File: config.mk
export PLATFORM = sky130hd
export DESIGN_NAME = sqrt_share_ctrl
export DESIGN_NICKNAME = d
export VERILOG_FILES = /design/src/rtl/sqrt_share_ctrl.sv
export SDC_FILE = /design/constraint.sdc
export NUM_CORES = 1
export LEC_CHECK = 0
export ABC_AREA = 1
export BUFFER_PORTS_ARGS = -buffer_cell sky130_fd_sc_hd__buf_4
export CAP_MARGIN = 20
export CORE_MARGIN = 2
export CORE_UTILIZATION = 45
export CTS_BUF_LIST = sky130_fd_sc_hd__clkbuf_8 sky130_fd_sc_hd__clkbuf_16
export CTS_CLUSTER_DIAMETER = 100
export DETAILED_ROUTE_END_ITERATION = 16
export GPL_ROUTABILITY_DRIVEN = 0
export GPL_TIMING_DRIVEN = 0
export MAX_ROUTING_LAYER = met4
export PLACE_DENSITY = 0.77
export SETUP_SLACK_MARGIN = 0.3
export SYNTH_ARGS = -nofsm -noshare
export SYNTH_HDL_FRONTEND = slang
export SYNTH_SLANG_ARGS = --single-unit
File: constraint.sdc
create_clock -name clk -period 2.7 [get_ports clk]
set_clock_uncertainty 0.05 [all_clocks]
set_input_delay 0.135 -clock clk [delete_from_list [all_inputs] [get_ports clk]]
set_output_delay 0.135 -clock clk [all_outputs]
set_load 0.05 [all_outputs]
File: src/rtl/sqrt_share_ctrl.sv
`default_nettype none
// ============================================================================
// sqrt_share_ctrl : round-robin sequencer sharing one iterative sqrt unit
//                   between NUM_REQ requesters, with tagged results and watchdog.
// Revision        : 1.0
// ============================================================================
module sqrt_share_ctrl #(
   parameter  int NUM_REQ = 4,
   parameter  int DIN_W   = 32,
   parameter  int DOUT_W  = 16,
   parameter  int TIMEOUT = 64,
   localparam int ID_W    = (NUM_REQ > 1) ? $clog2(NUM_REQ) : 1
) (
   input  logic                     clk,
   input  logic                     reset,
   input  logic [NUM_REQ-1:0]       req_valid,
   input  logic [NUM_REQ*DIN_W-1:0] req_data,
   output logic [NUM_REQ-1:0]       req_ready,
   output logic                     rsp_valid,
   input  logic                     rsp_ready,
   output logic [ID_W-1:0]          rsp_id,
   output logic [DOUT_W-1:0]        rsp_data,
   output logic                     rsp_err,
   output logic                     sq_enable,
   output logic [DIN_W-1:0]         sq_din,
   input  logic [DOUT_W-1:0]        sq_dout,
   input  logic                     sq_valid,
   output logic                     busy
);

   localparam logic [ID_W:0]   NUM_REQ_W  = (ID_W+1)'(NUM_REQ);
   localparam logic [ID_W-1:0] LAST_INIT  = ID_W'(NUM_REQ - 1);
   localparam logic [15:0]     TIMER_LAST = 16'(TIMEOUT - 1);

   typedef enum logic [1:0] {
      S_IDLE = 2'd0,
      S_WAIT = 2'd1,
      S_RESP = 2'd2,
      S_GAP  = 2'd3
   } state_t;

   state_t            state;
   state_t            next_state;
   logic [ID_W-1:0]   last;
   logic [ID_W-1:0]   grant_idx;
   logic              grant_found;
   logic [ID_W:0]     cand;
   logic [15:0]       timer;
   logic [DIN_W-1:0]  req_word [NUM_REQ];

   generate
      for (genvar i = 0; i < NUM_REQ; i++) begin : g_req
         assign req_word[i]  = req_data[i*DIN_W +: DIN_W];
         assign req_ready[i] = reset && (state == S_IDLE) && grant_found &&
                               (grant_idx == ID_W'(i));
      end
   endgenerate

   // Search upward from the slot after the last grant, wrapping once.
   always_comb begin
      grant_found = 1'b0;
      grant_idx   = '0;
      cand        = '0;
      for (int k = 1; k <= NUM_REQ; k++) begin
         cand = {1'b0, last} + (ID_W+1)'(k);
         if (cand >= NUM_REQ_W) begin
            cand = cand - NUM_REQ_W;
         end
         if (!grant_found && req_valid[cand[ID_W-1:0]]) begin
            grant_found = 1'b1;
            grant_idx   = cand[ID_W-1:0];
         end
      end
   end

   always_ff @(posedge clk or negedge reset) begin
      if (!reset) begin
         state <= S_IDLE;
      end else begin
         state <= next_state;
      end
   end

   always_comb begin
      next_state = state;
      sq_enable  = 1'b0;
      rsp_valid  = 1'b0;
      busy       = 1'b1;
      case (state)
         S_IDLE: begin
            busy = 1'b0;
            if (grant_found) begin
               next_state = S_WAIT;
            end
         end
         S_WAIT: begin
            sq_enable = 1'b1;
            if (sq_valid || (timer == TIMER_LAST)) begin
               next_state = S_RESP;
            end
         end
         S_RESP: begin
            sq_enable = 1'b1;
            rsp_valid = 1'b1;
            if (rsp_ready) begin
               next_state = S_GAP;
            end
         end
         S_GAP: begin
            // Enable low for this one cycle re-arms the sqrt unit.
            next_state = S_IDLE;
         end
         default: begin
            next_state = S_IDLE;
         end
      endcase
   end

   always_ff @(posedge clk or negedge reset) begin
      if (!reset) begin
         last     <= LAST_INIT;
         sq_din   <= '0;
         rsp_id   <= '0;
         rsp_data <= '0;
         rsp_err  <= 1'b0;
         timer    <= '0;
      end else begin
         case (state)
            S_IDLE: begin
               if (grant_found) begin
                  sq_din <= req_word[grant_idx];
                  rsp_id <= grant_idx;
                  last   <= grant_idx;
                  timer  <= '0;
               end
            end
            S_WAIT: begin
               timer <= timer + 16'd1;
               // A result arriving on the final watchdog cycle still wins.
               if (sq_valid) begin
                  rsp_data <= sq_dout;
                  rsp_err  <= 1'b0;
               end else if (timer == TIMER_LAST) begin
                  rsp_data <= '0;
                  rsp_err  <= 1'b1;
               end
            end
            default: begin
            end
         endcase
      end
   end

endmodule
`default_nettype wire

=== Word level (Yosys, flattened, before mapping) ===
Cells that the tools add are included.

* Flip-flop bits (word level): 71
* Word-level logic and storage cells: 94
* Input port bits: 152
* Output and inout port bits: 58

* Equality and inequality tests: 10
* Bitwise gates (word level): 1
* Magnitude comparators: 9
* Mux-type cells: 36
* Reduce and logical (&&, ||, !) cells: 22
* Add/subtract/negate cells: 9

{| class="wikitable"
|+ Operators by type and width
! kind !! count
|-
| 32-bit binary-select mux with 2-bit select || 1
|-
| 32-bit 2-to-1 mux || 2
|-
| 16-bit 2-to-1 mux || 3
|-
| 16-bit case mux with 2 select lines || 1
|-
| 2-bit 2-to-1 mux || 11
|-
| 16-bit by 1-bit adder with 16-bit output (second input constant) || 1
|-
| 16-bit by 6-bit == test with 1-bit output (second input constant) || 1
|-
| 3-bit >= comparator (second input constant) || 5
|-
| 1-bit 2-to-1 mux || 13
|-
| 2-bit by 3-bit < comparator with 1-bit output (second input constant) || 4
|-
| 1-bit logical AND || 9
|-
| 1-bit binary-select mux with 2-bit select || 4
|-
| 2-bit == test (second input constant) || 4
|-
| 2-bit case mux with 4 select lines || 1
|-
| 2-bit by 1-bit subtractor with 2-bit output (second input constant) || 4
|-
| 2-bit by 2-bit adder with 3-bit output (second input constant) || 2
|-
| 2-bit != test (second input constant) || 3
|-
| 2-bit AND reduction || 3
|-
| 2-bit by 1-bit == test with 1-bit output (second input constant) || 2
|-
| 2-bit logical NOT || 2
|-
| 2-bit nonzero test || 2
|-
| 2-bit by 1-bit adder with 3-bit output (second input constant) || 1
|-
| 2-bit by 3-bit adder with 3-bit output (second input constant) || 1
|-
| 1-bit logical NOT || 3
|-
| other kinds (4) || 4
|}

=== Depth between registers and ports, before layout ===
* Depth after elaboration: 19
* Mapped depth: 19
* Depth with buffers taken out: 16

=== Least setup slack after synthesis ===
Ideal clock, no wire load.

* Path kind: register to output
* Start point: register last[0]
* End point: output port req_ready[0]
* Slack: -0.153 ns
* Path buffers: 2
* Data arrival time: 2.668 ns
* Stages on the path, launching flop included: 13
* Data required time: 2.515 ns
* Cells stage by stage: dfstp_2 > buf_6 > inv_6 > nand2_1 > nand3_1 > nand2_1 > nor2_8 > nand3_1 > nand3_1 > nor2_4 > inv_4 > buf_2 > nor3_1

* Cells in the longest elaborated chain, start to end: 17
* Elaborated cells on any way between the ends: 41
* Those cells by class: add/sub (8); order compare (4); mux (20); reduce/logical (9)

{| class="wikitable"
|+ RTL lines
! what !! line !! text
|-
| from (decl) || 44 || <nowiki>logic [ID_W-1:0] last;</nowiki>
|-
| from (signal assigned) || 133 || <nowiki>last <= grant_idx;</nowiki>
|-
| 2-bit by 1-bit adder with 3-bit output || 65 || <nowiki>cand = {1'b0, last} + (ID_W+1)'(k);</nowiki>
|-
| 3-bit >= comparator or 2-bit by 1-bit subtractor with 2-bit output (tied branches) || 66, 67 ||
|-
| 2-bit 2-to-1 mux || 66 || <nowiki>if (cand >= NUM_REQ_W) begin</nowiki>
|-
| 1-bit binary-select mux with 2-bit select || 69 || <nowiki>if (!grant_found && req_valid[cand[ID_W-1:0]]) begin</nowiki>
|-
| 1-bit 2-to-1 mux (not written as such) || 69 ||
|-
| 1-bit 2-to-1 mux || 69 ||
|-
| 1-bit logical NOT || 69 ||
|-
| 1-bit logical AND || 69 ||
|-
| 1-bit 2-to-1 mux || 69 ||
|-
| 1-bit logical NOT || 69 ||
|-
| 1-bit logical AND || 69 ||
|-
| 1-bit 2-to-1 mux || 69 ||
|-
| 1-bit logical NOT || 69 ||
|-
| 1-bit logical AND || 69 ||
|-
| 2-bit 2-to-1 mux or 1-bit 2-to-1 mux (tied branches) || 69 ||
|-
| 2-bit logical NOT or 1-bit logical AND (tied branches) || 55, 54 ||
|-
| 1-bit logical AND * || 54 || <nowiki>assign req_ready[i] = reset && (state == S_IDLE) && grant_found &&</nowiki>
|-
| to (decl) || 18 || <nowiki>output logic [NUM_REQ-1:0] req_ready,</nowiki>
|}

Every way passes the cells marked *; elsewhere a longest branch is shown, timed or not. The select of a mux whose other input is x is not followed.

=== Final worst setup path ===
* Start point: register last[0]
* End point: output port req_ready[1]

* Cells in the longest elaborated chain, start to end: 17
* Elaborated cells on any way between the ends: 41
* Those cells by class: add/sub (8); order compare (4); eq/ne (1); mux (20); reduce/logical (8)

{| class="wikitable"
|+ RTL lines
! what !! line
|-
| 2-bit by 1-bit adder with 3-bit output || 65
|-
| 3-bit >= comparator or 2-bit by 1-bit subtractor with 2-bit output (tied branches) || 66, 67
|-
| 2-bit 2-to-1 mux || 66
|-
| 1-bit binary-select mux with 2-bit select || 69
|-
| 1-bit 2-to-1 mux (not written as such) || 69
|-
| 1-bit 2-to-1 mux || 69
|-
| 1-bit logical NOT || 69
|-
| 1-bit logical AND || 69
|-
| 1-bit 2-to-1 mux || 69
|-
| 1-bit logical NOT || 69
|-
| 1-bit logical AND || 69
|-
| 1-bit 2-to-1 mux || 69
|-
| 1-bit logical NOT || 69
|-
| 1-bit logical AND || 69
|-
| 2-bit 2-to-1 mux or 1-bit 2-to-1 mux (tied branches) || 69
|-
| 2-bit by 1-bit == test with 1-bit output or 1-bit logical AND (tied branches) || 55, 54
|-
| 1-bit logical AND * || 54
|}

Marked as above.

==> impl_metrics.env <==
export IMPL_max_freq_mhz=390
export IMPL_seqPwrFrac_pct=15.7
export IMPL_cp_slowest_cell="dfstp_2"
export IMPL_syn_inst=707
export IMPL_clkTransAtPathRegs_ns=0.09
export IMPL_drt_initial_drc_count=386
export IMPL_whs_ns=-0.146
export IMPL_failed_checks="negative hold slack"
export IMPL_irDropWorstVdd_mv=0.773
export IMPL_synthMuxAreaShare_pct=0
export IMPL_crit_path_end_kind="output port"
export IMPL_post_route_min_period_ns=2.56
export IMPL_num_fill_cells=883
export IMPL_worst_path_most_repeated_cell="nand3_2"
export IMPL_die_area_sq_um=11300
export IMPL_row_count=37
export IMPL_die_height_microns=106
export IMPL_switching_share_pct=56.0
export IMPL_yosysUniqueCellTypes=34
export IMPL_postPlaceCellArea_sq_um=6450
export IMPL_hold_class="in -> async"
export IMPL_syn_cell_area_sq_um=4690
export IMPL_hold_viol_final=69
export IMPL_slowest_delay_ns=0.54
export IMPL_fin_area_sq_um=7220
export IMPL_firstDrtPassIters=6
export IMPL_path_class="reg -> out"
export IMPL_comb_power_share_pct=77.0
export IMPL_fin_ws_ns=0.136
export IMPL_grt_pass1_wl_mm=26.0
export IMPL_clkPwrFrac_pct=7.3
export IMPL_path_cells="buf_8, inv_8, nand2_2, nand3_2, nand2_4, nor2_8, nand3_2, nand3_2, nor2_4, inv_4, buf_8, nor3_4, buf_6"
export IMPL_r2r_setup_slack_ns=0.33
export IMPL_io_buffer_count=209
export IMPL_routed_wl_mm=16.3
export IMPL_crit_path_end="req_ready[1]"
export IMPL_pre_cts_ws_ns=0.263
export IMPL_seq_area_frac_synth_pct=37.9
export IMPL_numCtsBuffers=9
export IMPL_antenna_found_initial=0
export IMPL_synth_top_cell_area_share_pct=36.8
export IMPL_core_area_sq_um=10200
export IMPL_hold_buffers=16
export IMPL_worst_path_stages=13
export IMPL_cpLargestDelayFamily="simple AND/OR/NAND/NOR gates"
export IMPL_syn2layout_area_growth_pct=53.9
export IMPL_via_per_inst=5.12
export IMPL_synth_seq_cells=71
export IMPL_critPathBufInv=5
export IMPL_cp_startpoint="last[0]"
export IMPL_start_kind="flop"
export IMPL_final_common_cell="nand2_1"
export IMPL_grt_setup_unrepaired="true"
export IMPL_synth_top_family_by_area="simple AND/OR/NAND/NOR gates"
export IMPL_final_util_pct=70.6
export IMPL_syn_nets=864
export IMPL_intPower_mw=5.02
export IMPL_r2r_start="last[0]"
export IMPL_grt_use_total_pct=29.7
export IMPL_synth_fa_ha_area_share_pct=1.33
export IMPL_leakage_nw=4.06
export IMPL_synth_compound_area_share_pct=6.00
export IMPL_nNetsFinal=1118
export IMPL_place_inst=1052
export IMPL_tightest_slew_ns=0.909
export IMPL_ant_nets=0
export IMPL_ys_warn_count=0
export IMPL_cts_tree="built"
export IMPL_final_setup_tns_ns=0
export IMPL_setup_violations=0
export IMPL_power_switching_mw=6.37
export IMPL_period_share_pct=95.0
export IMPL_crit_arrival_ns=2.38
export IMPL_pin_count=210
export IMPL_vias=5645
export IMPL_insertion_delay_ns=0.35
export IMPL_p_total_mw=11.4
export IMPL_rr_worst_depth=18
export IMPL_grt_pass1_vias=5501
export IMPL_synth_top_area_cell="dfrtp_1"
export IMPL_grt_max_degree=73
export IMPL_dp_hpwl_mm=11.8
export IMPL_cellPowerDensity_nw_per_um2=1580
export IMPL_root_buffer="clkbuf_8"
export IMPL_r2r_end="sq_din[24]"
export IMPL_cts_sinks=71
export IMPL_die_w_microns=106
export IMPL_avgSynthCellArea_sq_um=6.64
export IMPL_wire_per_inst_microns=14.8
export IMPL_crit_fanout=8
export IMPL_cts_max_level=3
export IMPL_slew_viol_final=0
export IMPL_run_status="finished with violations"
export IMPL_synth_xor_area_share_pct=1.12
export IMPL_drive_above_1_share_pct=34.4
export IMPL_drv_cap=0
export IMPL_floorplan_initialDensity_pct=45.9
export IMPL_worstPathRequired_ns=2.52
export IMPL_final_cells=1102
export IMPL_layout_common_cells="nand2_1 (366), buf_4 (225), nand3_1 (76)"
export IMPL_drc=0
export IMPL_grt_ovfl_total=0
export IMPL_synthTopCellsByArea="dfrtp_1 (37%), nand2_1 (31%), nand3_1 (8.6%), a22o_1 (3.0%), buf_6 (2.2%)"
export IMPL_num_antenna_cells=0
export IMPL_clk_path_buf_depth=2
export IMPL_synthSimpleGateAreaFrac_pct=45.5
export IMPL_relSlewSlack_pct=39.4
==> routing by layer <==
layer,track usage (%),wire length (microns)
met5,-,0
met2,51.0,8400
met1,33.9,6090
met4,11.7,505
met3,6.32,1350
==> synthesized netlist by cell type <==
library cell	number
a21oi_1	8
a22o_1	16
a31oi_1	1
buf_1	2
buf_2	18
buf_4	4
buf_6	9
clkbuf_1	5
clkinv_1	1
dfrtp_1	69
dfstp_2	2
ha_1	5
inv_1	25
inv_2	5
inv_4	1
inv_6	1
nand2_1	386
nand2_2	8
nand2_4	2
nand3_1	81
nand3_2	1
nand4_1	5
nor2_1	12
nor2_2	1
nor2_4	1
nor2_8	1
nor3_1	9
nor3_2	1
nor4_1	3
o21ai_0	10
o31ai_1	6
or2_2	2
xnor2_1	2
xor2_1	4
==> worst min path at each step <==
| stage | startpoint | endpoint | slack, ns |
|---|---|---|---|
| 6_report | reset | state[1] | -0.15 |
| 3_3_place_gp | reset | state[0] | 0.26 |
| 5_1_grt | reset | state[1] | -0.07 |
| 3_5_place_dp | reset | state[1] | 0.27 |
| 2_1_floorplan | reset | rsp_data[0] | -0.21 |
| 4_1_cts | reset | state[1] | -0.11 |
==> cell families (layout without fill, tap and decap cells) <==
kind of cell,after synthesis,after routing
AO/OA/AOI/OAI,41,41
XOR/XNOR,6,6
adder cells (fa/ha/maj),5,5
buffers and inverters,71,330
flip-flops,71,71
AND/OR/NAND/NOR,513,513
==> registers in the layout (all words and copies together), names as in the netlist <==
name	flops
rsp_data	16
rsp_id	2
timer	16
sq_din	32
last	2
state	2
rsp_err	1
==> cell type report <==
class | count | area, sq um | area share [%]
well taps | 136 | 170 | 2.36
flip-flops and latches | 71 | 1780 | 24.6
clock inverters | 7 | 63.8 | 0.884
multi-input cells | 565 | 2720 | 37.6
plain buffers | 38 | 317 | 4.38
clock buffers | 9 | 124 | 1.72
repair buffers | 243 | 1900 | 26.3
inverters | 33 | 149 | 2.06
==> what timing repair did <==
item                                    CTS  global route
endpoints found under the setup margin    4            47
gates resized for setup                  36            44
cloned                                    0             2
pin swaps                                18            15
buffers inserted                         14             2
hold endpoints to repair                 85            69
==> power by group through the flow <==
stage               Sequential [mW]  Clock, mW  Combinational (mW)
finish                         1.79      0.826                8.78
global route                   1.84      0.892                9.55
CTS                            1.78      0.844                8.26
detailed placement             1.78          0                7.63
global placement               1.78          0                7.47
floorplan                      2.95          0                4.40
No activity file was read; power rests on OpenSTA's default activity.
